## config.mk

```make
export PLATFORM = sky130hd
export DESIGN_NAME = i2s_tdm_tx
export DESIGN_NICKNAME = d
export VERILOG_FILES = /design/src/rtl/i2s_pkg.sv /design/src/rtl/i2s_sck_gen.sv /design/src/rtl/i2s_tdm_tx.sv
export SDC_FILE = /design/constraint.sdc
export NUM_CORES = 1
export LEC_CHECK = 0
export ABC_AREA = 1
export CAP_MARGIN = 20
export CORE_AREA = 2 2 93 50
export CTS_CLUSTER_SIZE = 40
export DETAILED_ROUTE_END_ITERATION = 8
export DIE_AREA = 0 0 95 52
export PLACE_DENSITY = 0.71
export SLEW_MARGIN = 20
export SYNTH_ARGS = -nofsm -noshare
export SYNTH_HDL_FRONTEND = slang
export SYNTH_SLANG_ARGS = --single-unit
```

## constraint.sdc

```tcl
create_clock -name clk -period 2.7 [get_ports clk]
set_input_delay 0.54 -clock clk [delete_from_list [all_inputs] [get_ports clk]]
set_output_delay 0.54 -clock clk [all_outputs]
set_load 0.1 [all_outputs]
```

## src/rtl/i2s_pkg.sv

```systemverilog
// rtl/i2s_pkg.sv - shared types and sizing helpers for the I2S/TDM transmitter
package i2s_pkg;

    typedef enum logic {
        IDLE = 1'b0,
        RUN  = 1'b1
    } state_t;

    localparam int I2S_MODE_NUM_CH = 2;

    function automatic int frame_bits(input int num_ch, input int slot_w);
        return num_ch * slot_w;
    endfunction

    // Width of a counter spanning 0..n-1, never narrower than one bit.
    function automatic int cnt_w(input int n);
        return (n <= 2) ? 1 : $clog2(n);
    endfunction

endpackage

```

## src/rtl/i2s_sck_gen.sv

```systemverilog
// rtl/i2s_sck_gen.sv - SCK divider with the strobe marking the cycle before each SCK fall
module i2s_sck_gen
    import i2s_pkg::*;
#(
    parameter int SCK_DIV = 8
) (
    input  logic clk,
    input  logic rst_n,
    input  logic run,
    output logic sck,
    output logic last_cycle
);

    localparam int D_W = cnt_w(SCK_DIV);
    localparam logic [D_W-1:0] D_LAST = D_W'(SCK_DIV - 1);
    localparam logic [D_W-1:0] D_HALF = D_W'(SCK_DIV / 2);

    logic [D_W-1:0] d;
    logic [D_W-1:0] d_next;

    always_comb begin
        d_next = '0;
        if (run && (d != D_LAST)) begin
            d_next = d + D_W'(1);
        end
    end

    // The edge ending this cycle takes d back to 0, i.e. SCK falls.
    assign last_cycle = run && (d == D_LAST);

    always_ff @(posedge clk) begin
        if (!rst_n) begin
            d   <= '0;
            sck <= 1'b0;
        end else begin
            d   <= d_next;
            sck <= (d_next >= D_HALF);
        end
    end

endmodule

```

## src/rtl/i2s_tdm_tx.sv

```systemverilog
// rtl/i2s_tdm_tx.sv - I2S/TDM serial audio transmitter; I2S_TX_UNDERRUN_CNT_EN adds an underrun counter
module i2s_tdm_tx
    import i2s_pkg::*;
#(
    parameter int AUDIO_DW = 8,
    parameter int SLOT_W   = 16,
    parameter int NUM_CH   = 2,
    parameter int SCK_DIV  = 8
) (
    input  logic                       clk,
    input  logic                       rst_n,
    input  logic                       en_i,
    input  logic [NUM_CH*AUDIO_DW-1:0] sample_i,
    input  logic                       sample_valid_i,
    output logic                       sample_ready_o,
    output logic                       sck_o,
    output logic                       ws_o,
    output logic                       sd_o,
    output logic                       frame_start_o,
    output logic                       underrun_o
`ifdef I2S_TX_UNDERRUN_CNT_EN
    ,
    output logic [7:0]                 underrun_cnt_o
`endif
);

    localparam int FB  = frame_bits(NUM_CH, SLOT_W);
    localparam int B_W = cnt_w(FB);
    localparam logic [B_W-1:0] B_LAST = B_W'(FB - 1);

    state_t                     state;
    state_t                     state_next;
    logic                       entry;
    logic                       run;
    logic                       active;
    logic                       last_cycle;
    logic                       ld;
    logic                       hs;
    logic [B_W-1:0]             b;
    logic [B_W-1:0]             b_next;
    logic [B_W-1:0]             b_after;
    logic                       ws_next;
    logic                       hold_empty;
    logic [NUM_CH*AUDIO_DW-1:0] hold_data;
    logic [FB-1:0]              frame;
    logic [FB-1:0]              shreg;

    always_ff @(posedge clk) begin
        if (!rst_n) begin
            state <= IDLE;
        end else begin
            state <= state_next;
        end
    end

    always_comb begin
        state_next = state;
        entry      = 1'b0;
        run        = 1'b0;
        case (state)
            IDLE: begin
                entry = en_i;
                if (en_i) state_next = RUN;
            end
            RUN: begin
                run = en_i;
                if (!en_i) state_next = IDLE;
            end
            default: state_next = IDLE;
        endcase
    end

    assign active = entry || run;

    i2s_sck_gen #(
        .SCK_DIV(SCK_DIV)
    ) u_sck (
        .clk       (clk),
        .rst_n     (rst_n),
        .run       (run),
        .sck       (sck_o),
        .last_cycle(last_cycle)
    );

    assign ld = entry || (last_cycle && (b == B_LAST));
    assign hs = sample_valid_i && hold_empty;

    always_comb begin
        b_next = '0;
        if (run) begin
            b_next = b;
            if (last_cycle) b_next = (b == B_LAST) ? '0 : b + B_W'(1);
        end
        b_after = (b_next == B_LAST) ? '0 : b_next + B_W'(1);
    end

    // WS leads data by one bit: it reflects the slot of the bit that follows.
    always_comb begin
        ws_next = 1'b0;
        if (NUM_CH == I2S_MODE_NUM_CH) begin
            ws_next = active && (b_after >= B_W'(SLOT_W));
        end else begin
            ws_next = active && (b_next == B_LAST);
        end
    end

    always_comb begin
        frame = '0;
        for (int c = 0; c < NUM_CH; c++) begin
            frame[FB-1-c*SLOT_W -: SLOT_W] =
                SLOT_W'(hold_data[c*AUDIO_DW +: AUDIO_DW]) << (SLOT_W - AUDIO_DW);
        end
    end

    always_ff @(posedge clk) begin
        if (!rst_n) begin
            hold_empty    <= 1'b1;
            hold_data     <= '0;
            shreg         <= '0;
            b             <= '0;
            ws_o          <= 1'b0;
            frame_start_o <= 1'b0;
            underrun_o    <= 1'b0;
        end else begin
            b             <= b_next;
            ws_o          <= ws_next;
            frame_start_o <= ld;
            underrun_o    <= ld && hold_empty;
            if (!active) begin
                shreg <= '0;
            end else if (ld) begin
                shreg <= hold_empty ? '0 : frame;
            end else if (last_cycle) begin
                shreg <= shreg << 1;
            end
            // An empty-buffer load and a same-cycle handshake: the new frame waits for the next load.
            if (ld && !hold_empty) begin
                hold_empty <= 1'b1;
            end else if (hs) begin
                hold_empty <= 1'b0;
                hold_data  <= sample_i;
            end
        end
    end

    assign sd_o           = shreg[FB-1];
    assign sample_ready_o = hold_empty;

`ifdef I2S_TX_UNDERRUN_CNT_EN
    always_ff @(posedge clk) begin
        if (!rst_n) begin
            underrun_cnt_o <= '0;
        end else if (ld && hold_empty && (underrun_cnt_o != 8'hFF)) begin
            underrun_cnt_o <= underrun_cnt_o + 8'd1;
        end
    end
`endif

endmodule

```

Word level (Yosys, flattened, before mapping). Index checks and enable logic that the tools add are counted.

Mux-type cells: 11. $lt $le $gt $ge: 2. Reduce and logical (&&, ||, !) cells: 14. Add/subtract/negate cells: 3. Bitwise gates (word level): 2. Equal/unequal tests: 4.

Operators with widths (number): 2-to-1 mux 32 bit (3); 2-to-1 mux 5 bit (4); adder 5 x 1 -> 5 bit, second input constant (2); equality test 5 bit, second input constant (2); logical AND 1 bit (7); >= comparator 5 bit, second input constant (1); AND reduction 2 bit (2); adder 3 x 1 -> 3 bit, second input constant (1); equality test 3 bit, second input constant (1); >= comparator 3 bit, second input constant (1); 2-to-1 mux 1 bit (3); 2-to-1 mux 3 bit (1); inequality test 3 bit, second input constant (1); logical OR 1 bit (2); inverter 1 bit (2); nonzero test 2 bit (1); OR reduction 2 bit (1); logical NOT 1 bit (1).

Logic and storage cells: 46. Output and inout port bits: 6. Bits of input ports: 20. Register bits: 62.

Longest topological paths before layout.
Depth in word-level cells: 8. Depth in mapped cells: 12. Mapped depth without buffers: 12.

By module. From an unflattened synthesis, not the netlist that was laid out.

Cells, all modules: 283. Area total of the unflattened synthesis: 2143.3 um^2.

Modules (own cells, without submodules): i2s_tdm_tx (cells each 267, instances 1, area an instance 2011.9 um^2, seq. area each 1001.0 um^2); i2s_sck_gen (cells each 16, instances 1, area an instance 131.4 um^2, seq. area each 60.1 um^2).

Worst setup path after synthesis. No wires, ideal clock.

Path kind: reg2reg. Start: reg u_sck.d[2]. End: reg ws_o. Period minus slack after synthesis: 2179 ps. Setup slack: 521 ps. Data arrival time: 2064 ps. Cell stages (with the launch flop): 10. Path buffers: 1. Data required time: 2585 ps. Setup time: 115 ps. Cell sequence: dfxtp_1 ha_1 inv_1 nor2_4 buf_4 nand3_1 nand3_1 nor2_1 a21oi_1 nor2_1.

Word-level cells in the longest chain between the ends: 8. Elaborated cells on any way between the ends: 9. Classes of those cells: 1 x add/sub; 1 x order compare; 2 x eq/ne; 3 x mux; 2 x reduce/logical.

RTL lines: from (decl) (RTL line i2s_sck_gen.sv:18) `logic [D_W-1:0] d;`; from (signal assigned) (RTL line i2s_sck_gen.sv:36) `d <= d_next;`; equality test 3 bit (*) (RTL line i2s_sck_gen.sv:29) `assign last_cycle = run && (d == D_LAST);`; logical AND 1 bit (*) (RTL line i2s_sck_gen.sv:29); 2-to-1 mux 5 bit (*) (RTL line i2s_tdm_tx.sv:92) `if (last_cycle) b_next = (b == B_LAST) ? '0 : b + B_W'(1);`; 2-to-1 mux 5 bit (*) (RTL line i2s_tdm_tx.sv:90) `if (run) begin`; adder 5 x 1 -> 5 bit / equality test 5 bit (equally long branches); 2-to-1 mux 5 bit (*) (RTL line i2s_tdm_tx.sv:94) `b_after = (b_next == B_LAST) ? '0 : b_next + B_W'(1);`; >= comparator 5 bit (*) (RTL line i2s_tdm_tx.sv:101) `ws_next = active && (b_after >= B_W'(SLOT_W));`; logical AND 1 bit (*) (RTL line i2s_tdm_tx.sv:101); to (signal assigned) (RTL line i2s_tdm_tx.sv:126) `ws_o <= ws_next;`; to (decl) (RTL line i2s_tdm_tx.sv:17) `output logic ws_o,`.

Every way passes the cells marked *; elsewhere a longest branch is shown, timed or not. A chain may end at the register's enable or synchronous reset.

Final worst setup path.
Start: reg u_sck.d[0]. End: reg shreg[26].

Word-level cells in the longest chain between the ends: 5. Elaborated cells on any way between the ends: 6. Classes of those cells: 1 x eq/ne; 1 x mux; 4 x reduce/logical.

RTL lines: equality test 3 bit (*) (RTL line i2s_sck_gen.sv:29); logical AND 1 bit (*) (RTL line i2s_sck_gen.sv:29); logical AND 1 bit (RTL line i2s_tdm_tx.sv:85) `assign ld = entry || (last_cycle && (b == B_LAST));`; logical OR 1 bit (RTL line i2s_tdm_tx.sv:85); 2-to-1 mux 32 bit / nonzero test 2 bit (equally long branches); to (signal assigned) (RTL line i2s_tdm_tx.sv:132) `shreg <= hold_empty ? '0 : frame;`; to (signal assigned) (RTL line i2s_tdm_tx.sv:134) `shreg <= shreg << 1;`; to (decl) (RTL line i2s_tdm_tx.sv:46) `logic [FB-1:0] shreg;`.

Marks and branches as above.

==> results by group <==
Global route
  • Largest net degree at the start of global routing: 32
  • GRT Residual Overflow: 0
  • First-pass GRT wire length: between 7 and 8 mm
  • Vias in the first global route: about 1.6k
  • Initial antenna violation count: 0
  • Overall routing resource usage: 0.192

Synthesis
  • Post-synth EDFFs: 0
  • Cell variety after synth: 20
  • Post-synthesis sequential area ratio: 0.513
  • Area of the mapped netlist: between 2000 and 2500 um^2
  • Main synth FF type: dfxtp_1
  • Synth top area share: 0.513
  • Asr flop ratio synth: 0
  • Syn Inst Count: 268
  • Seq cells post-synth: between 50 and 60
  • Mapped Nets: 292
  • Largest family of logic cells by synthesized area: simple AND/OR/NAND/NOR gates
  • Yosys top cell by area: dfxtp_1
  • Simple-Gate Fraction of Synth Area: 0.236
  • Post-synthesis xor/xnor area fraction: 0
  • Adder-Cell Fraction of Synth Area: 0.0242
  • Complex-gate fraction of the synthesized area: 0.169
  • Post-synthesis mux area share: 0
  • Synth warn: 0
  • Top post-synthesis cells by area: dfxtp_1 51%, nand2_1 10%, nor2_1 8.5%, o21ai_0 8.0%, a31oi_1 4.5%
  • Avg Inst Size Synth: around 7.7 um^2

Route
  • Final antenna-violating net count: 0
  • Routed vias/inst: ~5.1
  • Detailed Route WL: 4.27 mm
  • Routed vias: ~1.8k
  • Initial DRT Pass Iterations: 4
  • DRT iter0 DRCs: 83
  • Drc violations: 0
  • Detailed-route wire length per cell: between 10 and 15 um

Worst setup path
  • Critical path launch point type: register
  • Worst path depth: 8
  • Worst path buffer plus inverter count: 1
  • Crit-path leading delay family: simple AND/OR/NAND/NOR gates
  • Crit-path max cell delay: roughly 0.35 ns
  • CP Capture Type: register
  • CP arrival: 2.21 ns
  • Crit path max fanout: 17
  • Slowest cell on the critical path: dfxtp_1
  • Crit Path Class: reg2reg
  • CP Cell Sequence: ha_1 -> ha_1 -> inv_1 -> nor2_4 -> a21oi_4 -> nor2_4 -> nand2_1 -> a31oi_1
  • Req. time, crit path: around 2.9 ns
  • Worst r2r path cells: 8

Timing
  • RSZ-0062 raised after global routing: no
  • Worst Clk Skew: between 0.007 and 0.008 ns
  • Fin. max-slew vios: 0
  • Setup violators final: 0
  • Achievable Freq: roughly 500 MHz
  • Hold Slack: around 0.43 ns
  • Final Cycle Share: 0.734
  • Final Critical Period: 1.98 ns
  • Measured slew at the worst slew-check pin: 0.532 ns
  • Max-slew headroom: 0.645
  • Total Neg Setup Slack: 0 ns
  • Fin. Hold Viols: 0

Clock tree
  • # clock sinks: 53
  • Root cell of the clock tree: clkbuf_8
  • CTS H-tree lvls: 2
  • Clock Latency Late Sink: about 0.30 ns
  • Clk slew on worst S/H paths: around 0.090 ns
  • Post-CTS Setup Bufs: 0
  • Post_cts resized: 0
  • Hold-fix buffers, CTS: 0
  • Num CTS Buffers: 5
  • CTS tree: built
  • Max Buffers Root-to-Sink: 2

Floorplan
  • Initial Util: 0.494
  • IO Pins: 26
  • Die Area: 4940 um^2
  • Row cnt: 17
  • Die height: ~52 um
  • Chip Width: around 95 um
  • Core ar.: 4190 um^2

Run status
  • Status: finished, final reports clean

Power
  • Max VDD drop: 0.000218 V
  • P_leak: slightly above 0.9 nW
  • Pwr Density: 586 nW/um^2
  • Design Power: 1.42 mW

Layout
  • N_diodes: 0
  • Most frequent cells in the layout: 55 x nand2_1, 53 x dfxtp_1, 47 x nor2_1
  • Design area: around 2400 um^2
  • Final layout net count: approximately 320
  • Most common cell after layout, fill and taps aside: nand2_1
  • Final core utilization: 0.580
  • Layout cells sized above 1: 0.0685
  • Area growth syn-to-layout: 17.5%

Placement
  • Final Wtd Congestion: a little over 0.8
  • DP HPWL: 3.01 mm
  • DP Area: roughly 2300 um^2
  • Port Buffers: 25

Run
  • Max Cap Viol: 0

Min path
  • HP Class: reg2reg
  • Worst hold path depth: 1
## sequential cells by signal, indices dropped and copies added (netlist names)
signal,count
sample_ready_o,1
ws_o,1
state,1
u_sck.d,3
frame_start_o,1
hold_data,16
shreg,24
b,5
underrun_o,1
## metal layers
| layer | up-vias | wire length [um] | track usage | part of all wire |
|---|---|---|---|---|
| met4 | 0 | 34 | 0.0580 | 0.0080 |
| met1 | 824 | 2380 | 0.281 | 0.56 |
| met5 | - | 0 | 0 | 0 |
| li1 | 925 | - | - | - |
| met2 | 26 | 1690 | 0.275 | 0.40 |
| met3 | 5 | 164 | 0.0536 | 0.038 |
## through the flow
stage | cells | worst slack [ns]
floorplan | 268 | 0.521
global placement | 342 | 0.477
detailed placement | 342 | 0.406
CTS | 349 | 0.707
global route | 349 | 0.470
finish | 349 | 0.717
## final timing paths
path              start    endpoint  slack, ns
max reg2reg  u_sck.d[0]   shreg[26]       0.72
min          u_sck.d[0]  u_sck.d[0]       0.43
max          u_sck.d[0]   shreg[26]       0.72
min reg2reg  u_sck.d[0]  u_sck.d[0]       0.43
## cell families (layout without fill, tap and decap cells)
logic type | count (synthesis) | after routing
simple gates | 120 | 120
flops | 53 | 53
compound gates | 63 | 63
fa+ha+maj | 4 | 4
buf+inv | 28 | 52
## Yosys cell counts (2+ instances only)
library cell  number
nor2_1            47
nor2_4             2
o21ai_0           33
a21oi_1           13
buf_2              4
clkbuf_1           5
a31oi_1           15
nand2_1           55
ha_1               4
inv_1             15
nand3_1           13
dfxtp_1           53
clkinv_1           2
## power by group
| group | switching [mW] | total [mW] | internal [mW] |
|---|---|---|---|
| Sequential | 0.0180 | 0.831 | 0.813 |
| Combinational | 0.0964 | 0.153 | 0.0566 |
| Clock | 0.237 | 0.440 | 0.204 |
| Total | 0.351 | 1.42 | 1.07 |
## area by class of cell
type                    instances  area [um^2]
fillers                       404         1760
flip-flops and latches         53         1060
multi-input cells             187          891
repair buffers                 28          258
clock buffers                   7         86.3
well taps                      57         71.3
inverters                      17         63.8
## worst reg2reg max path: stages (launching register included)
cell	delay (ns)
dfxtp_1	0.35
ha_1	0.15
ha_1	0.24
inv_1	0.12
nor2_4	0.34
a21oi_4	0.11
nor2_4	0.33
nand2_1	0.10
a31oi_1	0.16
Power figures use the tool's default switching activity.
